$ cat config.mk
export PLATFORM = sky130hd
export DESIGN_NAME = mac_dot_ctrl
export DESIGN_NICKNAME = d
export VERILOG_FILES = /design/src/rtl/mac_dot_ctrl.sv
export SDC_FILE = /design/constraint.sdc
export NUM_CORES = 1
export LEC_CHECK = 0
export BUFFER_PORTS_ARGS = -buffer_cell sky130_fd_sc_hd__buf_2
export CAP_MARGIN = 30
export CORE_MARGIN = 2
export CORE_UTILIZATION = 40
export DETAILED_ROUTE_END_ITERATION = 8
export MAX_ROUTING_LAYER = met4
export PLACE_DENSITY = 0.8
export REMOVE_ABC_BUFFERS = 1
export SLEW_MARGIN = 20
export SYNTH_ARGS = -nofsm -noshare
export SYNTH_HDL_FRONTEND = slang
export SYNTH_SLANG_ARGS = --single-unit
$ cat constraint.sdc
create_clock -name clk -period 2.8 [get_ports clk]
set_input_delay 0.28 -clock clk [delete_from_list [all_inputs] [get_ports clk]]
set_output_delay 0.28 -clock clk [all_outputs]
set_load 0.02 [all_outputs]
$ cat src/rtl/mac_dot_ctrl.sv
// mac_dot_ctrl: dot-product controller driving a combinational mac_unit.
// Streams operand pairs into the MAC, feeds the accumulator back as in_c,
// and returns one result (acc = init_c + sum(a*b)) plus a sticky error per
// vector over a valid/ready result port.
//
// Ports:
//   clk, rst            clock, asynchronous active-high reset
//   start, vec_len,     begin a vector (sampled in IDLE); length, mode,
//   mode, init_c        and accumulator seed captured at start
//   s_valid/s_ready,    operand pair stream (s_a, s_b)
//   s_a, s_b
//   mac_a/b/c, mac_mode to mac_unit; mac_out/mac_err back from it
//   res_valid/res_ready result handshake; res_data, res_err payload
//   busy                high while a vector is in RUN or DONE
//
// Optional feature: define MAC_DOT_ERRCNT_EN to add err_cnt[7:0], the
// saturating count of accepted elements that raised mac_err.

module mac_dot_ctrl #(
    parameter int LEN_W = 8
) (
    input  logic             clk,
    input  logic             rst,
    input  logic             start,
    input  logic [LEN_W-1:0] vec_len,
    input  logic             mode,
    input  logic [15:0]      init_c,
    input  logic             s_valid,
    output logic             s_ready,
    input  logic [15:0]      s_a,
    input  logic [15:0]      s_b,
    output logic [15:0]      mac_a,
    output logic [15:0]      mac_b,
    output logic [15:0]      mac_c,
    output logic             mac_mode,
    input  logic [15:0]      mac_out,
    input  logic             mac_err,
    output logic             res_valid,
    input  logic             res_ready,
    output logic [15:0]      res_data,
    output logic             res_err,
`ifdef MAC_DOT_ERRCNT_EN
    output logic [7:0]       err_cnt,
`endif
    output logic             busy
);

    typedef enum logic [1:0] {
        IDLE = 2'd0,
        RUN  = 2'd1,
        DONE = 2'd2
    } state_t;

    state_t           state_q, state_d;
    logic [15:0]      acc_q, acc_d;
    logic [LEN_W-1:0] cnt_q, cnt_d;
    logic [LEN_W-1:0] len_q, len_d;
    logic             mode_q, mode_d;
    logic             err_q, err_d;
    logic             last_elem;

`ifdef MAC_DOT_ERRCNT_EN
    logic [7:0]       ecnt_q, ecnt_d;
`endif

    // cnt stops at len-1; the accept at that count closes the vector.
    assign last_elem = (cnt_q == (len_q - LEN_W'(1)));

    always_ff @(posedge clk or posedge rst) begin
        if (rst) begin
            state_q <= IDLE;
            acc_q   <= '0;
            cnt_q   <= '0;
            len_q   <= '0;
            mode_q  <= 1'b0;
            err_q   <= 1'b0;
`ifdef MAC_DOT_ERRCNT_EN
            ecnt_q  <= '0;
`endif
        end else begin
            state_q <= state_d;
            acc_q   <= acc_d;
            cnt_q   <= cnt_d;
            len_q   <= len_d;
            mode_q  <= mode_d;
            err_q   <= err_d;
`ifdef MAC_DOT_ERRCNT_EN
            ecnt_q  <= ecnt_d;
`endif
        end
    end

    always_comb begin
        state_d   = state_q;
        acc_d     = acc_q;
        cnt_d     = cnt_q;
        len_d     = len_q;
        mode_d    = mode_q;
        err_d     = err_q;
`ifdef MAC_DOT_ERRCNT_EN
        ecnt_d    = ecnt_q;
`endif
        s_ready   = 1'b0;
        res_valid = 1'b0;
        res_data  = '0;
        res_err   = 1'b0;
        busy      = 1'b0;
        mac_a     = '0;
        mac_b     = '0;

        unique case (state_q)
            IDLE: begin
                if (start) begin
                    acc_d = init_c;
                    err_d = 1'b0;
`ifdef MAC_DOT_ERRCNT_EN
                    ecnt_d = '0;
`endif
                    // Zero-length vector skips RUN: result is the seed.
                    if (vec_len != '0) begin
                        state_d = RUN;
                        len_d   = vec_len;
                        cnt_d   = '0;
                        mode_d  = mode;
                    end else begin
                        state_d = DONE;
                    end
                end
            end
            RUN: begin
                busy    = 1'b1;
                s_ready = 1'b1;
                mac_a   = s_a;
                mac_b   = s_b;
                if (s_valid) begin
                    acc_d = mac_out;
                    err_d = err_q | mac_err;
`ifdef MAC_DOT_ERRCNT_EN
                    if (mac_err && (ecnt_q != 8'hFF)) begin
                        ecnt_d = ecnt_q + 8'd1;
                    end
`endif
                    if (last_elem) begin
                        state_d = DONE;
                    end else begin
                        cnt_d = cnt_q + LEN_W'(1);
                    end
                end
            end
            DONE: begin
                busy      = 1'b1;
                res_valid = 1'b1;
                res_data  = acc_q;
                res_err   = err_q;
                // start in the handshake cycle is not seen: IDLE first.
                if (res_ready) begin
                    state_d = IDLE;
                end
            end
            default: begin
                state_d = IDLE;
            end
        endcase
    end

    assign mac_c    = acc_q;
    assign mac_mode = mode_q;

`ifdef MAC_DOT_ERRCNT_EN
    assign err_cnt = ecnt_q;
`endif

endmodule
# Word-level counts from Yosys, hierarchy flattened
# Index checks and enable logic that the tools add are counted.
# word_totals
register_bits	36
inputBits	79
output_inout_bits	69
word_cells	50
# op_classes
add_sub_neg	2
eq_ne	9
n_mux	24
n_bitwise	1
n_reduce_logical	8
# op_table
cell	n
two-way mux 16 bit	5
two-way mux 8 bit	4
one-hot mux 16 bit (2 select lines)	1
one-hot mux 8 bit (2 select lines)	1
inequality test 2 bit (second input constant)	6
two-way mux 2 bit	5
adder 8 x 1 -> 8 bit (second input constant)	1
equality test 8 bit	1
nonzero test 8 bit	1
subtractor 8 x 1 -> 8 bit (second input constant)	1
two-way mux 1 bit	6
one-hot mux 2 bit (3 select lines)	1
AND reduction 3 bit	2
AND reduction 5 bit	1
AND reduction 4 bit	1
equality test 2 x 1 -> 1 bit (second input constant)	1
equality test 2 bit (second input constant)	1
logical NOT 2 bit	1
one-hot mux 1 bit (2 select lines)	1
nonzero test 2 bit	1
OR reduction 2 bit	1
bitwise OR 1 bit	1

# Depth between registers and ports, before layout
# Gate-level depths: netlist (run 1).
# depth
ltp_word	5
mapped_depth	9
ltp_nobuf	8

# Worst setup path after synthesis (run 1)
# OpenSTA, ideal clock, no wires.
# synth_path
path_type	reg2reg
start	register len_q[2]
end	register state_q[0]
setup_ns	0.128
t_arrival_ns	2.469
slack_ns	0.204
path_stages_with_launch	7
path_buffers	0
cell_sequence	dfrtp_1 -> or4_4 -> and4bb_1 -> a311oi_1 -> a2111o_1 -> a2111oi_4 -> mux2_1
# synth_via
elab_chain_len	4
# synth_lines
item	line_no	rtl
start, declared	57	logic [LEN_W-1:0] len_q, len_d;
start signal, assigned	84	len_q <= len_d;
subtractor 8 x 1 -> 8 bit	67	assign last_elem = (cnt_q == (len_q - LEN_W'(1)));
equality test 8 bit	67	
inequality test 2 bit (no line)	n/a	
AND reduction 4 bit (no line)	n/a	
end signal, assigned	81	state_q <= state_d;
end, declared	54	state_t state_q, state_d;
# No other way between the ends.
# A chain may end at the register's enable or synchronous reset.

# Worst setup path in the final report (run 1)
# Ends and elaborated chain as after synthesis.

==> results of run 1 <==
==> worst min-delay path: stages <==
cell	delay [ns]
buf_2	0.09
inv_1	0.04
buf_4	0.39
==> stage by stage <==
stage / power (mW) / instances / area (um^2) / setup WS, ns / util [%]
2_1_floorplan: 2.55 / 242 / 2300 / -2.22 / -
3_3_place_gp: 3.15 / 466 / 3170 / 0.185 / 56.5
3_5_place_dp: 3.23 / 466 / 3170 / 0.107 / 56.5
4_1_cts: 3.62 / 474 / 3260 / 0.0935 / 58.2
5_1_grt: 3.88 / 474 / 3260 / 0.0128 / 58.2
6_report: 3.59 / 474 / 3260 / 0.0684 / 58.2
==> placed cells by master (no fill, tap or decap), types with 2 or more instances in the layout <==
cell type    n
a21oi_1     18
a221o_1      4
a31oi_1      3
a32oi_1      2
and2_1      52
and3_1       5
buf_2      147
buf_4        5
clkbuf_8     6
clkinv_2     2
dfrtp_1     36
ha_1         4
inv_1        6
mux2_2       9
mux2i_1     18
nand2_1     11
nand3_1      7
nor2_1      24
nor2b_1      4
nor3_1       8
nor4_1       2
o21ai_1      2
xnor2_1      7
xor2_1       2
==> how the worst max path moves through the flow <==
stage,depth (start not counted),start,slack [ns],end
after CTS,6,len_q[2],0.09,state_q[0]
final,6,len_q[2],0.07,state_q[0]
after global placement,6,len_q[2],0.18,state_q[0]
after floorplan,6,state_q[1],-2.22,cnt_q[3]
after detailed placement,6,len_q[2],0.11,state_q[0]
after global routing,6,len_q[2],0.01,state_q[0]
==> flip-flops by register name, summed over array words and instances (netlist names) <==
register	count
mac_mode	1
len_q	8
cnt_q	8
mac_c	16
err_q	1
state_q	2
==> power by group through the flow <==
stage	Combinational [mW]	Sequential, mW	Clock, mW
2_1_floorplan	1.47	1.08	0
3_3_place_gp	2.18	0.961	0
3_5_place_dp	2.25	0.978	0
4_1_cts	2.26	0.971	0.394
5_1_grt	2.45	1.01	0.420
6_report	2.24	0.970	0.387
==> cells by family after synthesis <==
group / after synthesis / synth area share [%]
AOI/OAI and AO/OA: 40 / 12.5
xor gates and xnor gates: 9 / 3.34
adders and majority gates: 5 / 2.65
buffers and inverters: 21 / 3.40
DFF: 36 / 38.2
muxes: 28 / 12.4
and+or+nand+nor: 118 / 27.4
==> final cells by class <==
cell class                 instances  area share, %
multi-input combinational        200           42.4
inverter                           6          0.690
clock inverter                     2          0.307
tap                               72           2.76
timing repair buffer             152           23.7
sequential                        36           27.6
clock buffer                       6           2.53
==> synthesized netlist by cell type (all sizes together), types with 2 or more instances <==
library cell	instances
nand3	7
nor2	24
xnor2	7
a221o	4
o21ai	2
inv	6
nor2b	4
a32oi	2
clkbuf	12
mux2i	18
a21oi	18
nor3	9
and2	52
a31oi	3
mux2	10
and3	5
nor4	2
xor2	2
dfrtp	36
buf	3
nand2	11
ha	5
==> layer usage <==
metal / up-vias / GRT usage (%) / part of all wire [%]
met4: 0 / 5.76 / 1.2
met5: - / - / 0
li1: 1180 / - / -
met3: 8 / 2.67 / 8.4
met1: 1113 / 19.9 / 39
met2: 120 / 33.0 / 52
==> out/results.ini, run 1 <==
[sta]
period_share_pct=97.6
relSlewSlack_pct=62.2
final.setup_skew_ns=0.00557
fin_tns_setup_ns=0
setup-violations-final=0
max_freq_mhz=366
period_needed_ns=2.73
worstMarginPinSlew_ns=0.567
hold_viol=0
grt_setup_unrepaired=false
slew_viol_final=0
holdWs_ns=0.0786

[pwr]
p_leak_nw=1.72
p_per_area_nw_per_um2=1100
combPwrFrac_pct=62.3
swShare_pct=48.3
ir_worst_vdd_mv=0.670
power.sequential.fraction_pct=27.0
p_int_mw=1.86
power.share.clock_pct=10.8
p_switching_mw=1.74

[critical_path]
start_kind=flop
reg2regPathDepth=6
crit_required_ns=2.97
worstReg2RegStart=len_q[2]
crit_chain=or4_4 -> and4bb_1 -> a311oi_1 -> a2111o_1 -> a2111oi_4 -> mux2_1
arrival_ns=2.90
worstSetupEndpointType=flop
crit_type=reg2reg
worst-path-buf-inv=0
reg2reg_to=state_q[0]
critPathMaxFanout=5
regToRegSetupSlack_ns=0.07
cp_top_family=compound AO/OA/AOI/OAI gates
critPathSlowestCell=or4_4
cp_slowest_stage_delay_ns=0.57

[cts]
cts_buffers=5
h-tree-depth=2
cts_tree=done
cts-resized-gates=0
clk_pin_slew_ns=0.08
clock-sinks=36
cts-hold-fix-buffers=0
clockRootBuffer=clkbuf_8
clk_latency_ns=0.29
cts_buffer_depth=2
cts_setup_buffers=0

[detailed_routing]
wl_um=5780
vias=2421
ant_nets=0
via_per_inst=5.11
first_pass_iters=4
drc=0
wire_per_inst_um=12.2
first_iter_violations=111

[status]
status=complete, no violations

[layout]
nNetsFinal=485
n_antenna_cell=0
multi_input_area_um2=1380
seq_area_um2=901
fill_cells=487
drive_above_1_share_pct=43.3
syn2layout_area_growth_pct=38.4

[yosys]
ys_warn_count=0
synth_area_leaders=dfrtp_1, and2_1, mux2i_1
yosysTopAreaCellShare_pct=38.2
synth_seq_cells=36
postSynthAreaPerCell_um2=9.17
synthArstFlopShare_pct=100
synth_edf_count=0
ys_seq_area_share_pct=38.2
synth_top_cell_by_area=dfrtp_1
syn_inst=257
syn_area_um2=2360
synth.distinct_cells=39
synthFlopType=dfrtp_1

[floorplanning]
die_h_um=80.8
die_w_um=80.8
start_util_pct=42.0
core_um2=5610
io-pin-count=148
rows=27
die_area_um2=6520

[hold_path]
hold_path.class=in2async

[placed_design]
numPortBuffers=147
gp_congestion=0.852
dp_hpwl_um=4420

[global_routing]
grt_pass1_vias=2115
grt_pass1_wl_um=9060
antenna_found_initial=0
grt-ovfl-total=0
grt_usage_pct=17.9
grt_start_max_net_pins=51

[run]
drv_cap=0

(Power assumes the default switching activity.)
==> run 2, diff against run 1 <==
--- a/config.mk
+++ b/config.mk
@@ -12,6 +12,7 @@
 export DETAILED_ROUTE_END_ITERATION = 8
 export MAX_ROUTING_LAYER = met4
 export PLACE_DENSITY = 0.8
+export RECOVER_POWER = 25
 export REMOVE_ABC_BUFFERS = 1
 export SLEW_MARGIN = 20
 export SYNTH_ARGS = -nofsm -noshare
==> run 2 against run 1 <==
  * Highest routed layer unchanged
  * The run now ends with capacitance limit, slew limit left
  * Count of clock-buffer cells in the layout is the same
  * Non-clock buffer count is the same
  * Fmax is essentially flat
==> out/results.ini, run 2 (synthesized netlist as in run 1, its figures left out) <==
[status]
status=finished with violations
violations=capacitance limit, slew limit

[floorplanning]
die_w_um=80.8
start_util_pct=42.0
io-pin-count=148
die_h_um=80.8
rows=27
core_um2=5610
die_area_um2=6520

[sta]
slew_viol_final=37
worstMarginPinSlew_ns=1.91
setup_slack_ns=0.0682
period_needed_ns=2.73
grt_setup_unrepaired=false
relSlewSlack_pct=-27.1
hold_viol=0
period_share_pct=97.6
final.setup_skew_ns=0.00650
setup-violations-final=0
max_freq_mhz=366
holdWs_ns=0.219
fin_tns_setup_ns=0

[cts]
cts_setup_buffers=0
cts_buffer_depth=2
cts_buffers=5
cts-hold-fix-buffers=0
clockRootBuffer=clkbuf_8
h-tree-depth=2
cts_tree=done
clock-sinks=36
clk_pin_slew_ns=0.08
cts-resized-gates=0
clk_latency_ns=0.29

[pwr]
p_per_area_nw_per_um2=1100
p_total_mw=3.59
p_int_mw=1.86
p_leak_nw=1.72
power.share.clock_pct=10.8
p_switching_mw=1.74
power.sequential.fraction_pct=27.0
ir_worst_vdd_mv=0.672
combPwrFrac_pct=62.2
swShare_pct=48.3

[layout]
layout_commonest_cell=buf_2
n_antenna_cell=0
final_cell_mix=buf_2, and2_1, dfrtp_1
fill_cells=486
nNetsFinal=485
drive_above_1_share_pct=43.0
syn2layout_area_growth_pct=38.3
largest_register_ff_count=16

[run]
drv_cap=1

[global_routing]
grt_usage_pct=17.9
grt-ovfl-total=0
grt_pass1_wl_um=9060
grt_pass1_vias=2115
antenna_found_initial=0
grt_start_max_net_pins=51

[critical_path]
cp_top_family=compound AO/OA/AOI/OAI gates
critPathMaxFanout=5
worstSetupEndpointType=flop
cp_slowest_stage_delay_ns=0.57
critPathSlowestCell=or4_4
crit_required_ns=2.97
crit_type=reg2reg
crit_chain=or4_4 -> and4bb_1 -> a311oi_1 -> a2111o_1 -> a2111oi_4 -> mux2_1
worst-path-buf-inv=0
start_kind=flop
arrival_ns=2.90

[detailed_routing]
via_per_inst=5.09
wire_per_inst_um=12.2
first_iter_violations=106
drc=0
wl_um=5800
vias=2412
ant_nets=0
first_pass_iters=4

[hold_path]
hold_path.class=in2reg

[placed_design]
pre_cts_ws_ns=0.107
gp_congestion=0.852
numPortBuffers=147
dp_hpwl_um=4420

run 2: final cells by class:
class	count	area, um^2	share of cell area [%]
multi-input combinational	200	1380	42.5
clock inverter	2	10.0	0.307
tap	72	90.1	2.76
sequential	36	901	27.6
inverter	6	22.5	0.691
timing repair buffer	152	769	23.6
clock buffer	6	82.6	2.53
run 2: final timing paths:
kind / endpoint / from / cells past startpoint / slack (ns)
worst max-delay path: state_q[0] / len_q[2] / 6 / 0.07
worst min-delay path: mac_mode / mode / 2 / 0.22
worst min register to register: mac_mode / mac_mode / 1 / 0.50
worst max register to register: state_q[0] / len_q[2] / 6 / 0.07
min in group asynchronous: cnt_q[2] / rst / 3 / 0.66
max in group asynchronous: cnt_q[5] / rst / 3 / 1.05
run 2: stage by stage:
step / std cells / instance area (um^2) / utilization (%)
2_1_floorplan: 242 / 2300 / -
3_3_place_gp: 466 / 3170 / 56.5
3_5_place_dp: 466 / 3170 / 56.5
4_1_cts: 474 / 3260 / 58.2
5_1_grt: 474 / 3260 / 58.1
6_report: 474 / 3260 / 58.1
run 2: power by group through the flow:
stage               clock [mW]  combinational (mW)  sequential, mW
floorplan                    0                1.47            1.08
global route             0.420                2.45            1.01
detailed placement           0                2.25           0.978
global placement             0                2.18           0.961
finish                   0.387                2.24           0.970
CTS                      0.394                2.26           0.971
run 2: metal layers:
metal / vias up / routed length [um] / global-route usage (%)
li1: 1180 / - / -
met1: 1113 / 2270 / 19.9
met2: 111 / 2980 / 33.0
met3: 8 / 483 / 2.67
met4: 0 / 68 / 5.76
met5: - / 0 / -
==> run 3, diff against run 2 <==
--- a/config.mk
+++ b/config.mk
@@ -7,6 +7,7 @@
 export LEC_CHECK = 0
 export BUFFER_PORTS_ARGS = -buffer_cell sky130_fd_sc_hd__buf_2
 export CAP_MARGIN = 30
+export CORE_ASPECT_RATIO = 1.4
 export CORE_MARGIN = 2
 export CORE_UTILIZATION = 40
 export DETAILED_ROUTE_END_ITERATION = 8
==> run 3 against run 2 <==
  * The flow still finishes with violations (capacitance limit, slew limit)
  * Clock power decreased by 9.3%
  * Utilization decreased by 2.2 points
  * Critical path depth unchanged
  * Sequential cell count unchanged
  * Routed wire length increased by 8.7%
  * Register-to-register slack improved by 0.098 ns
  * First-iteration DRC count decreased by 18%
  * Worst setup slack improved by 0.098 ns
  * Die area increased by 0.14%
  * Combinational power about the same
  * Sequential power about the same
  * Largest cell class unchanged
==> out/results.ini, run 3 (synthesized netlist as in run 1, its figures left out) <==
[sta]
grt_setup_unrepaired=false
final.setup_skew_ns=0.00566
period_needed_ns=2.63
relSlewSlack_pct=-29.0
slew_viol_final=37
worstMarginPinSlew_ns=1.94
fin_tns_setup_ns=0
period_share_pct=94.1
hold_viol=0
max_freq_mhz=380
setup-violations-final=0

[cts]
clk_latency_ns=0.29
h-tree-depth=2
clockRootBuffer=clkbuf_8
cts-resized-gates=0
cts-hold-fix-buffers=0
clk_pin_slew_ns=0.07
cts_setup_buffers=0
cts_tree=done
cts_buffer_depth=2
clock-sinks=36
cts_buffers=5

[pwr]
ir_worst_vdd_mv=0.690
power.share.clock_pct=9.9
swShare_pct=49.0
combPwrFrac_pct=62.9
p_switching_mw=1.74
p_leak_nw=1.71
power.sequential.fraction_pct=27.2
p_per_area_nw_per_um2=1100
p_int_mw=1.82

[detailed_routing]
drc=0
vias=2345
first_pass_iters=6
wire_per_inst_um=13.4
first_iter_violations=87
wl_um=6310
ant_nets=0
via_per_inst=4.99

[floorplanning]
rows=33
core_um2=5780
die_w_um=68.9
die_h_um=94.8
start_util_pct=40.8
io-pin-count=148
die_area_um2=6530

[layout]
n_antenna_cell=0
final_cell_area_um2=3230
drive_above_1_share_pct=42.5
syn2layout_area_growth_pct=37.2
layout_commonest_cell=buf_2
finish.utilization_pct=56.0
final_cell_mix=buf_2, and2_1, dfrtp_1
nNetsFinal=484
largest_register_ff_count=16

[critical_path]
crit_required_ns=2.97
arrival_ns=2.80
cp_slowest_stage_delay_ns=0.56
crit_chain=or4_4 -> and4bb_1 -> a311oi_1 -> a2111o_1 -> a2111oi_4 -> mux2_1
critPathSlowestCell=or4_4
start_kind=flop
critPathMaxFanout=5
crit_type=reg2reg
worstSetupEndpointType=flop

[global_routing]
grt_usage_pct=20.9
grt-ovfl-total=0
grt_pass1_wl_um=10200
met1_usage_pct=25.1
antenna_found_initial=0
grt.busiest_layer=met2
grt_start_max_net_pins=50
met3_usage_pct=3.81
grt_pass1_vias=2237
grt_use_met2_pct=34.5

[status]
violations=capacitance limit, slew limit
status=finished with violations

[placed_design]
postPlaceCellArea_um2=3160
numPortBuffers=147
gp_congestion=0.963
dp_hpwl_um=4900

[run]
drv_cap=1

[hold_path]
hold_path.class=in2reg

[run 3: changes by cell type in the layout (fill, tap and decap cells not counted)]
cell,change
clkbuf_1,+1
buf_4,-1
clkbuf_8,-1
clkinv_2,-1
[run 3: metrics by stage]
stage	std cells	setup slack (ns)	power, mW	hold slack [ns]
2_1_floorplan	242	-2.22	2.55	0.431
3_3_place_gp	463	0.194	3.16	0.422
3_5_place_dp	463	0.127	3.23	0.423
4_1_cts	470	0.117	3.59	0.110
5_1_grt	470	0.0292	3.87	0.225
6_report	470	0.166	3.56	0.226
[run 3: layout make-up]
cell class              instances  area, um^2
inverters                       6        22.5
fillers                       539        2550
well taps                      70        87.6
multi-input cells             200        1380
clock inverters                 1        5.00
flip-flops and latches         36         901
repair buffers                151         762
clock buffers                   6        72.6
[run 3: critical path, delay by kind of cell, from the launching register on]
| family | cells | cell delay (ns) |
|---|---|---|
| AOI/OAI and AO/OA | 3 | 0.88 |
| DFF | 1 | 0.43 |
| and+or+nand+nor | 2 | 0.85 |
| muxes | 1 | 0.35 |
[run 3: worst paths after layout]
path | endpoint | slack, ns | start | cells after the start
setup / recovery | state_q[0] | 0.17 | len_q[2] | 6
max in group asynchronous | state_q[0] | 1.01 | rst | 3
setup reg to reg | state_q[0] | 0.17 | len_q[2] | 6
min in group asynchronous | cnt_q[4] | 0.68 | rst | 3
hold / removal | mac_mode | 0.23 | mode | 2
hold reg to reg | mac_mode | 0.52 | mac_mode | 1
[run 3: power groups by stage]
stage	sequential (mW)	combinational, mW	clock (mW)
after floorplan	1.08	1.47	0
after global placement	0.966	2.19	0
after detailed placement	0.975	2.26	0
after CTS	0.972	2.26	0.360
after global routing	1.01	2.47	0.384
final	0.969	2.24	0.351
[run 3: per-layer routing]
| metal | share of wire, % | vias to the layer above | routed length, um |
|---|---|---|---|
| li1 | - | 1178 | - |
| met1 | 40 | 1074 | 2550 |
| met2 | 52 | 81 | 3310 |
| met3 | 5.1 | 12 | 321 |
| met4 | 2.0 | 0 | 128 |
| met5 | 0 | - | 0 |
